==> src/rtl/gp_reg_file_pkg.sv <==
// Shared definitions for the general-purpose register file: operation
// encoding and the read-select width helper.
package gp_reg_file_pkg;

    localparam logic [2:0] FS_CLEAR = 3'b000;
    localparam logic [2:0] FS_LOAD  = 3'b001;
    localparam logic [2:0] FS_DEC   = 3'b010;
    localparam logic [2:0] FS_INC   = 3'b011;
    localparam logic [2:0] FS_LOADL = 3'b100;
    localparam logic [2:0] FS_LOADH = 3'b101;
    localparam logic [2:0] FS_SHL   = 3'b110;
    localparam logic [2:0] FS_SHR   = 3'b111;

    // ceil(log2(n)), never less than 1 so a single-entry file still has a select bit
    function automatic int sel_width(input int n);
        int w;
        w = 1;
        for (int i = 1; i < 30; i++) begin
            if ((32'sd1 <<< i) < n) begin
                w = i + 1;
            end else begin
                w = w;
            end
        end
        return w;
    endfunction

endpackage

==> src/rtl/gp_reg_file_rf_cell.sv <==
// One register of the file: applies the shared operation when enabled and
// flags when an inc/dec reaches the all-ones / zero boundary.
module rf_cell
    import gp_reg_file_pkg::*;
#(
    parameter int WIDTH = 8
) (
    input  logic             clk,
    input  logic             rst_n,
    input  logic             en,
    input  logic [2:0]       fun_sel,
    input  logic             sat_mode,
    input  logic [WIDTH-1:0] din,
    output logic [WIDTH-1:0] q,
    output logic             bnd
);

    localparam int H = WIDTH / 2;

    logic [WIDTH-1:0] q_r;
    logic [WIDTH-1:0] nxt_s;
    logic             hit_s;

    // next-state and boundary detection for the selected operation
    always_comb begin
        nxt_s = q_r;
        hit_s = 1'b0;
        case (fun_sel)
            FS_CLEAR: nxt_s = {WIDTH{1'b0}};
            FS_LOAD:  nxt_s = din;
            FS_DEC: begin
                if (q_r == {WIDTH{1'b0}}) begin
                    hit_s = 1'b1;
                    nxt_s = sat_mode ? q_r : {WIDTH{1'b1}};
                end else begin
                    nxt_s = q_r - {{(WIDTH-1){1'b0}}, 1'b1};
                end
            end
            FS_INC: begin
                if (q_r == {WIDTH{1'b1}}) begin
                    hit_s = 1'b1;
                    nxt_s = sat_mode ? q_r : {WIDTH{1'b0}};
                end else begin
                    nxt_s = q_r + {{(WIDTH-1){1'b0}}, 1'b1};
                end
            end
            FS_LOADL: nxt_s = {q_r[WIDTH-1:H], din[H-1:0]};
            FS_LOADH: nxt_s = {din[H-1:0], q_r[H-1:0]};
            FS_SHL:   nxt_s = {q_r[WIDTH-2:0], 1'b0};
            FS_SHR:   nxt_s = {1'b0, q_r[WIDTH-1:1]};
            default:  nxt_s = q_r;
        endcase
    end

    // register state; reset discards any pending update
    always_ff @(posedge clk or negedge rst_n) begin
        if (!rst_n) begin
            q_r <= {WIDTH{1'b0}};
        end else if (en) begin
            q_r <= nxt_s;
        end else begin
            q_r <= q_r;
        end
    end

    assign q   = q_r;
    assign bnd = en & hit_s;

endmodule

==> src/rtl/gp_reg_file.sv <==
// General-purpose register file: NT temporaries then NR general registers,
// two combinational read ports and a registered inc/dec boundary flag.
module gp_reg_file
    import gp_reg_file_pkg::*;
#(
    parameter  int WIDTH = 8,
    parameter  int NR    = 4,
    parameter  int NT    = 4,
    localparam int SELW  = sel_width(NT + NR)
) (
    input  logic             Clock,
    input  logic             Reset_n,
    input  logic [WIDTH-1:0] Input,
    input  logic [2:0]       FunSel,
    input  logic [NR-1:0]    RSel,
    input  logic [NT-1:0]    TSel,
    input  logic             SatMode,
    input  logic [SELW-1:0]  O1Sel,
    input  logic [SELW-1:0]  O2Sel,
    output logic [WIDTH-1:0] Output1,
    output logic [WIDTH-1:0] Output2,
    output logic             OvfFlag
);

    localparam int NREG = NT + NR;

    logic [WIDTH-1:0] regs_s [NREG];
    logic [NREG-1:0]  bnd_s;
    logic [WIDTH-1:0] rd1_s;
    logic [WIDTH-1:0] rd2_s;
    logic             ovf_r;

    // index 0..NT-1 are T1..T<NT>, index NT.. are R1..R<NR>
    for (genvar i = 0; i < NT; i++) begin : g_t
        rf_cell #(.WIDTH(WIDTH)) u_cell (
            .clk      (Clock),
            .rst_n    (Reset_n),
            .en       (TSel[i]),
            .fun_sel  (FunSel),
            .sat_mode (SatMode),
            .din      (Input),
            .q        (regs_s[i]),
            .bnd      (bnd_s[i])
        );
    end

    for (genvar i = 0; i < NR; i++) begin : g_r
        rf_cell #(.WIDTH(WIDTH)) u_cell (
            .clk      (Clock),
            .rst_n    (Reset_n),
            .en       (RSel[i]),
            .fun_sel  (FunSel),
            .sat_mode (SatMode),
            .din      (Input),
            .q        (regs_s[NT + i]),
            .bnd      (bnd_s[NT + i])
        );
    end

    // AND-OR read muxes; out-of-range selects match nothing and read zero
    always_comb begin
        rd1_s = {WIDTH{1'b0}};
        rd2_s = {WIDTH{1'b0}};
        for (int k = 0; k < NREG; k++) begin
            rd1_s = rd1_s | (regs_s[k] & {WIDTH{O1Sel == SELW'(k)}});
            rd2_s = rd2_s | (regs_s[k] & {WIDTH{O2Sel == SELW'(k)}});
        end
    end

    // one-cycle boundary flag from any enabled cell
    always_ff @(posedge Clock or negedge Reset_n) begin
        if (!Reset_n) begin
            ovf_r <= 1'b0;
        end else begin
            ovf_r <= |bnd_s;
        end
    end

    assign Output1 = rd1_s;
    assign Output2 = rd2_s;
    assign OvfFlag = ovf_r;

endmodule

==> config.mk <==
export PLATFORM = sky130hd
export DESIGN_NAME = gp_reg_file
export DESIGN_NICKNAME = d
export VERILOG_FILES = /design/src/rtl/gp_reg_file_pkg.sv /design/src/rtl/gp_reg_file_rf_cell.sv /design/src/rtl/gp_reg_file.sv
export SDC_FILE = /design/constraint.sdc
export NUM_CORES = 1
export LEC_CHECK = 0
export CELL_PAD_IN_SITES_DETAIL_PLACEMENT = 1
export CELL_PAD_IN_SITES_GLOBAL_PLACEMENT = 2
export CORE_MARGIN = 1.5
export CORE_UTILIZATION = 40
export CTS_CLUSTER_SIZE = 12
export DETAILED_ROUTE_END_ITERATION = 12
export PLACE_DENSITY = 0.95
export REMOVE_ABC_BUFFERS = 1
export SYNTH_ARGS = -nofsm -noshare
export SYNTH_HDL_FRONTEND = slang
export SYNTH_SLANG_ARGS = --single-unit
export TNS_END_PERCENT = 5
==> constraint.sdc <==
create_clock -name Clock -period 6.8 [get_ports Clock]
set_input_delay 2.04 -clock Clock [delete_from_list [all_inputs] [get_ports Clock]]
set_output_delay 2.04 -clock Clock [all_outputs]
set_load 0.01 [all_outputs]
# --- Word-level counts from Yosys, hierarchy flattened ---
# Index checks and enable logic that the tools add are counted.
op_classes:
  addsub: 16
  eq_ne: 45
  mux: 50
  n_bitwise: 40
  n_reduce_logical: 28
op_table:
  columns: ["op", "n"]
  rows:
  - ["$pmux W8 S8", 8]
  - ["$mux W8", 18]
  - ["$and A8 B8 Y8", 16]
  - ["$or A8 B8 Y8", 14]
  - ["$add A8 B1 Y8 const B", 8]
  - ["$eq A8 B8 Y1 const B", 8]
  - ["$logic_not A8 Y1", 8]
  - ["$reduce_and A4 Y1", 16]
  - ["$sub A8 B1 Y8 const B", 8]
  - ["$ne A3 B3 Y1 const B", 16]
  - ["$eq A3 B3 Y1 const B", 12]
  - ["$eq A3 B2 Y1 const B", 6]
  - ["$mux W1", 16]
  - ["$pmux W1 S2", 8]
  - ["$eq A3 B1 Y1 const B", 3]
  - ["$logic_not A3 Y1", 3]
  - ["$and A1 B1 Y1", 8]
  - ["$reduce_or A8 Y1", 1]
  - ["$not A1 Y1", 2]
word_totals:
  ff_bits: 65
  out_inout_bits: 17
  wordCells: 196

# --- Depth between registers and ports, before layout ---
# Gate-level depths: netlist of the first run.
depth:
  word_depth: 9
  ltp_mapped: 10
  ltp_nobuf: 7

# --- By module ---
# From an unflattened synthesis of the first run, not the netlist that was laid out.
unflattened:
  cells_unflattened: 1242
  hier_area_um2: 9937.0
by_module_without_submodules:
  columns: ["mod", "instances", "cells_each", "area_each_um2", "seq_area_each_um2"]
  rows:
  - ["rf_cell at g_r[0].u_cell ...", 4, 152, 1119.8, 200.2]
  - ["rf_cell at g_t[0].u_cell ...", 4, 143, 1079.8, 200.2]
  - ["gp_reg_file", 1, 62, 1138.6, 25.0]

# --- Worst setup path before layout of the first run ---
# Ideal clock, no wire load.
synth_path:
  kind: "in2out"
  startpoint: "input port O2Sel[2]"
  endpoint: "output port Output2[4]"
  arrival_ns: 3.506
  slack_ns: 1.254
  path_stages: 6
  n_path_buf: 3
  cell_sequence: "clkbuf_1 > buf_1 > clkbuf_1 > nor3b_1 > a21oi_1 > o211ai_1"
synth_via:
  elab_chain_len: 9
  word_cells_on_any_way: 23
  classes_between: "eq/ne: 7; bitwise: 15; reduce/logical: 1"
synth_lines:
  columns: ["element", "line", "rtl"]
  rows:
  - ["start, declared", "gp_reg_file.sv:19", "input logic [SELW-1:0] O2Sel,"]
  - ["$eq A3 B1 Y1 / $logic_not A3 Y1 (equally long branches)", "gp_reg_file.sv:66", "rd2_s = rd2_s | (regs_s[k] & {WIDTH{O2Sel == SELW'(k)}});"]
  - ["$and A8 B8 Y8", "gp_reg_file.sv:66", null]
  - ["$or A8 B8 Y8 (6 in series)", "gp_reg_file.sv:66", null]
  - ["$or A8 B8 Y8 (*)", "gp_reg_file.sv:66", null]
  - ["end, declared", "gp_reg_file.sv:21", "output logic [WIDTH-1:0] Output2,"]
# Mark *: on every way between the ends. The rest lies on a longest branch, timed or not.

# --- Final worst setup path of the first run ---
layout_path:
  startpoint: "input port O2Sel[0]"
  endpoint: "output port Output2[2]"
# The elaborated chain is that of the path after synthesis.

==> results.cfg, run 1 <==
[synth]
synth_edf_count = 0
syn_inst = 1153
synth-async-reset-ratio_pct = 100
ys_warn_count = 0
syn_avg_cell_area_um2 = 7.43
synthFlopType = dfrtp_1
synth_cell_types = 83
synth_seq_area_share_pct = 19.0
ys_ff_latch = 65
syn_area_um2 = 8570

[setup_path]
cp_max_fo = 12
r2r-end = g_t[2].u_cell.q[5]
r2r_setup_slack_ps = 3830
cp_data_arrival_time_ps = 4320
setup.worst_path.end_class = primary output
startpoint_type = primary input
crit_start = O2Sel[0]
critPathCapture = Output2[2]
r2r-start = g_t[2].u_cell.q[0]
r2r.worst_path.cells = 7
crit_type = in2out
cp_data_required_time_ps = 4760

[clocking]
cts_setup_buffers = 0
postCtsHoldBufs = 0
cts_root_buffer = clkbuf_16
postCtsResizedCells = 0
clk_pin_slew_worst_paths_ps = 60
clockBufferDepth = 2
cts_tree = built
cts_buffers = 9
clk_latency_ps = 350
htree_num_levels = 3
clock-sinks = 65

[sta]
relSlewSlack_pct = 13.1
finalClockSkew_ps = 7.55
tns_ps = 0
fin_crit_sh_pct = 93.5
worst_pin_slew_ps = 1300
max_freq_ghz = 0.157
rsz0062_at_grt = no
final-max-slew-violation-count = 0
period_needed_ps = 6360
final-setup-viol-count = 0
report.final.hold_viol_count = 0

[die]
initial_utilization_pct = 40.8
core.rowCount = 53
die-area_um2 = 22300
coreArea_um2 = 21000
die_w_um = 149
io_pins = 45
die_h_um = 149

[finish]
drive_gt1_share_pct = 9.72
fin_cells = 1387
fillerInstances = 2578
ff_latch_area_um2 = 1630
area_delta_synth_final_pct = 9.48
design_area_um2 = 9380
final_nets = 1156
final_util_pct = 44.6
multi_input_area_um2 = 6280

[grt]
grt_pass1_vias = 9740
gr-max-usage-layer = met2
grt_pass1_wl_um = 61400
grtUsageMet3_pct = 7.40
grt_start_max_net_pins = 66
antenna_found_initial = 1
use_met1_pct = 50.2
grt_usage_pct = 36.9
grt_overflow_total = 0
met2_usage_pct = 53.8

[place]
placed_area_um2 = 9050
gp_congestion = 1.03
dp.cells = 1371
dpl.hpwl_um = 28500
io_buffers = 44

[routing]
wl_per_cell_um = 29.2
drt_wl_total_um = 40500
dr_total_vias = 10100
drt-vias-per-instance = 7.28
drtPass1Iterations = 5
antenna_left = 0
drc_errors = 0
drtIter0Drc = 1220

[pwr]
p_leak_nw = 3.59
fin_total_pwr_w = 0.00225
power_density_nw_per_um2 = 239
ir_drop_mv = 0.119

[flow_run]
drv_cap = 0

[min_path]
hold_class = reg2reg
whs_path_depth = 1

[outcome]
outcome = finished, final reports clean
==> where the power goes <==
part	internal (W)	switching, W	leakage (nW)	total (W)
Clock	0.000350	0.000198	0.162	0.000548
Sequential	0.000457	0.000319	0.845	0.000775
Combinational	0.000420	0.000502	2.58	0.000922
==> registers in the layout, indices dropped and copies added (netlist names) <==
name / count
OvfFlag: 1
g_r.u_cell.q: 32
g_t.u_cell.q: 32
==> layout make-up <==
type	count	share of cell area, %
Inverter	39	1.56
Clock buffer	13	2.88
Antenna cell	1	0.0267
Sequential cell	65	17.3
Tap cell	275	3.67
Multi-Input combinational cell	920	67.0
Clock inverter	2	0.640
Timing Repair Buffer	72	6.88
==> worst min path at each step <==
stage                     slack, ps                from                 end
final                           690  g_t[2].u_cell.q[7]  g_t[2].u_cell.q[7]
after global routing            720  g_t[2].u_cell.q[7]  g_t[2].u_cell.q[7]
after CTS                       690  g_t[2].u_cell.q[7]  g_t[2].u_cell.q[7]
after global placement          680  g_t[2].u_cell.q[7]  g_t[2].u_cell.q[7]
after detailed placement        690  g_t[2].u_cell.q[7]  g_t[2].u_cell.q[7]
after floorplan                 580  g_r[2].u_cell.q[7]  g_r[2].u_cell.q[7]
==> synth_stat cells (all sizes together) (13+ instances only) <==
library cell / n / share of area, %
nor3: 40 / 2.3
a22o: 15 / 1.5
nand4: 16 / 1.2
o2bb2ai: 26 / 2.7
a221oi: 13 / 1.3
a21oi: 77 / 4.5
and3: 19 / 1.4
xor2: 13 / 1.3
dfrtp: 65 / 19
or3: 15 / 1.1
xnor2: 13 / 1.3
nand2b: 20 / 1.5
clkbuf: 85 / 3.7
mux2i: 34 / 4.0
inv: 38 / 1.7
mux2: 28 / 3.7
nand2: 91 / 4.0
o21ai: 84 / 4.9
nor2: 71 / 3.1
o211ai: 20 / 1.8
nand3: 48 / 2.8
nor2b: 16 / 1.2
ha: 21 / 3.1
nor4: 18 / 1.6
o22ai: 13 / 0.95
buf: 44 / 2.3
a2111oi: 13 / 1.3
nor3b: 14 / 1.2
==> placed cells by master, fill, tap and decap left out, drive strengths merged, types with 28 or more instances in the layout <==
| master | count |
|---|---|
| nand2 | 91 |
| nor2 | 71 |
| buf | 32 |
| mux2i | 34 |
| inv | 38 |
| nor3 | 40 |
| clkdlybuf4s50 | 40 |
| a21oi | 77 |
| mux2 | 28 |
| dfrtp | 65 |
| nand3 | 48 |
| o21ai | 84 |
==> metrics by stage <==
step | setup slack (ps) | hold slack [ps]
final | 443 | 692
after global routing | 421 | 721
after CTS | 530 | 692
after detailed placement | 543 | 692
after global placement | 556 | 676
after floorplan | 1920 | 576
==> cell families (layout without fill, tap and decap cells) <==
| group | after synthesis | count (layout) | share of synthesized area (%) |
|---|---|---|---|
| buf+inv | 168 | 126 | 7.73 |
| flops | 65 | 65 | 19.0 |
| other cells | 0 | 1 | 0 |
| xor+xnor | 26 | 26 | 2.66 |
| fa+ha+maj | 21 | 21 | 3.07 |
| compound gates | 374 | 374 | 30.1 |
| mux | 73 | 73 | 10.5 |
| simple gates | 426 | 426 | 26.9 |
==> worst max-delay path, cell delays in order <==
cell             delay (ps)
clkdlybuf4s50_1         660
buf_4                   260
nor2b_1                 230
a21oi_1                  90
o21ai_0                 410
clkdlybuf4s50_1         630
==> routing by layer <==
metal	part of all wire (%)	vias up	wire length [µm]
li1	-	4272	-
met1	40	5023	16300
met2	43	660	17300
met3	11	137	4480
met4	5.8	0	2350
met5	0	-	0
Note: power is estimated with default switching activity, not from simulation.
==> inputs of run 2 (changes only) <==
Settings changed: SLEW_MARGIN set to 5.
==> results of run 2 <==
Final layout, timing and power as in run 1 (identical DEF).
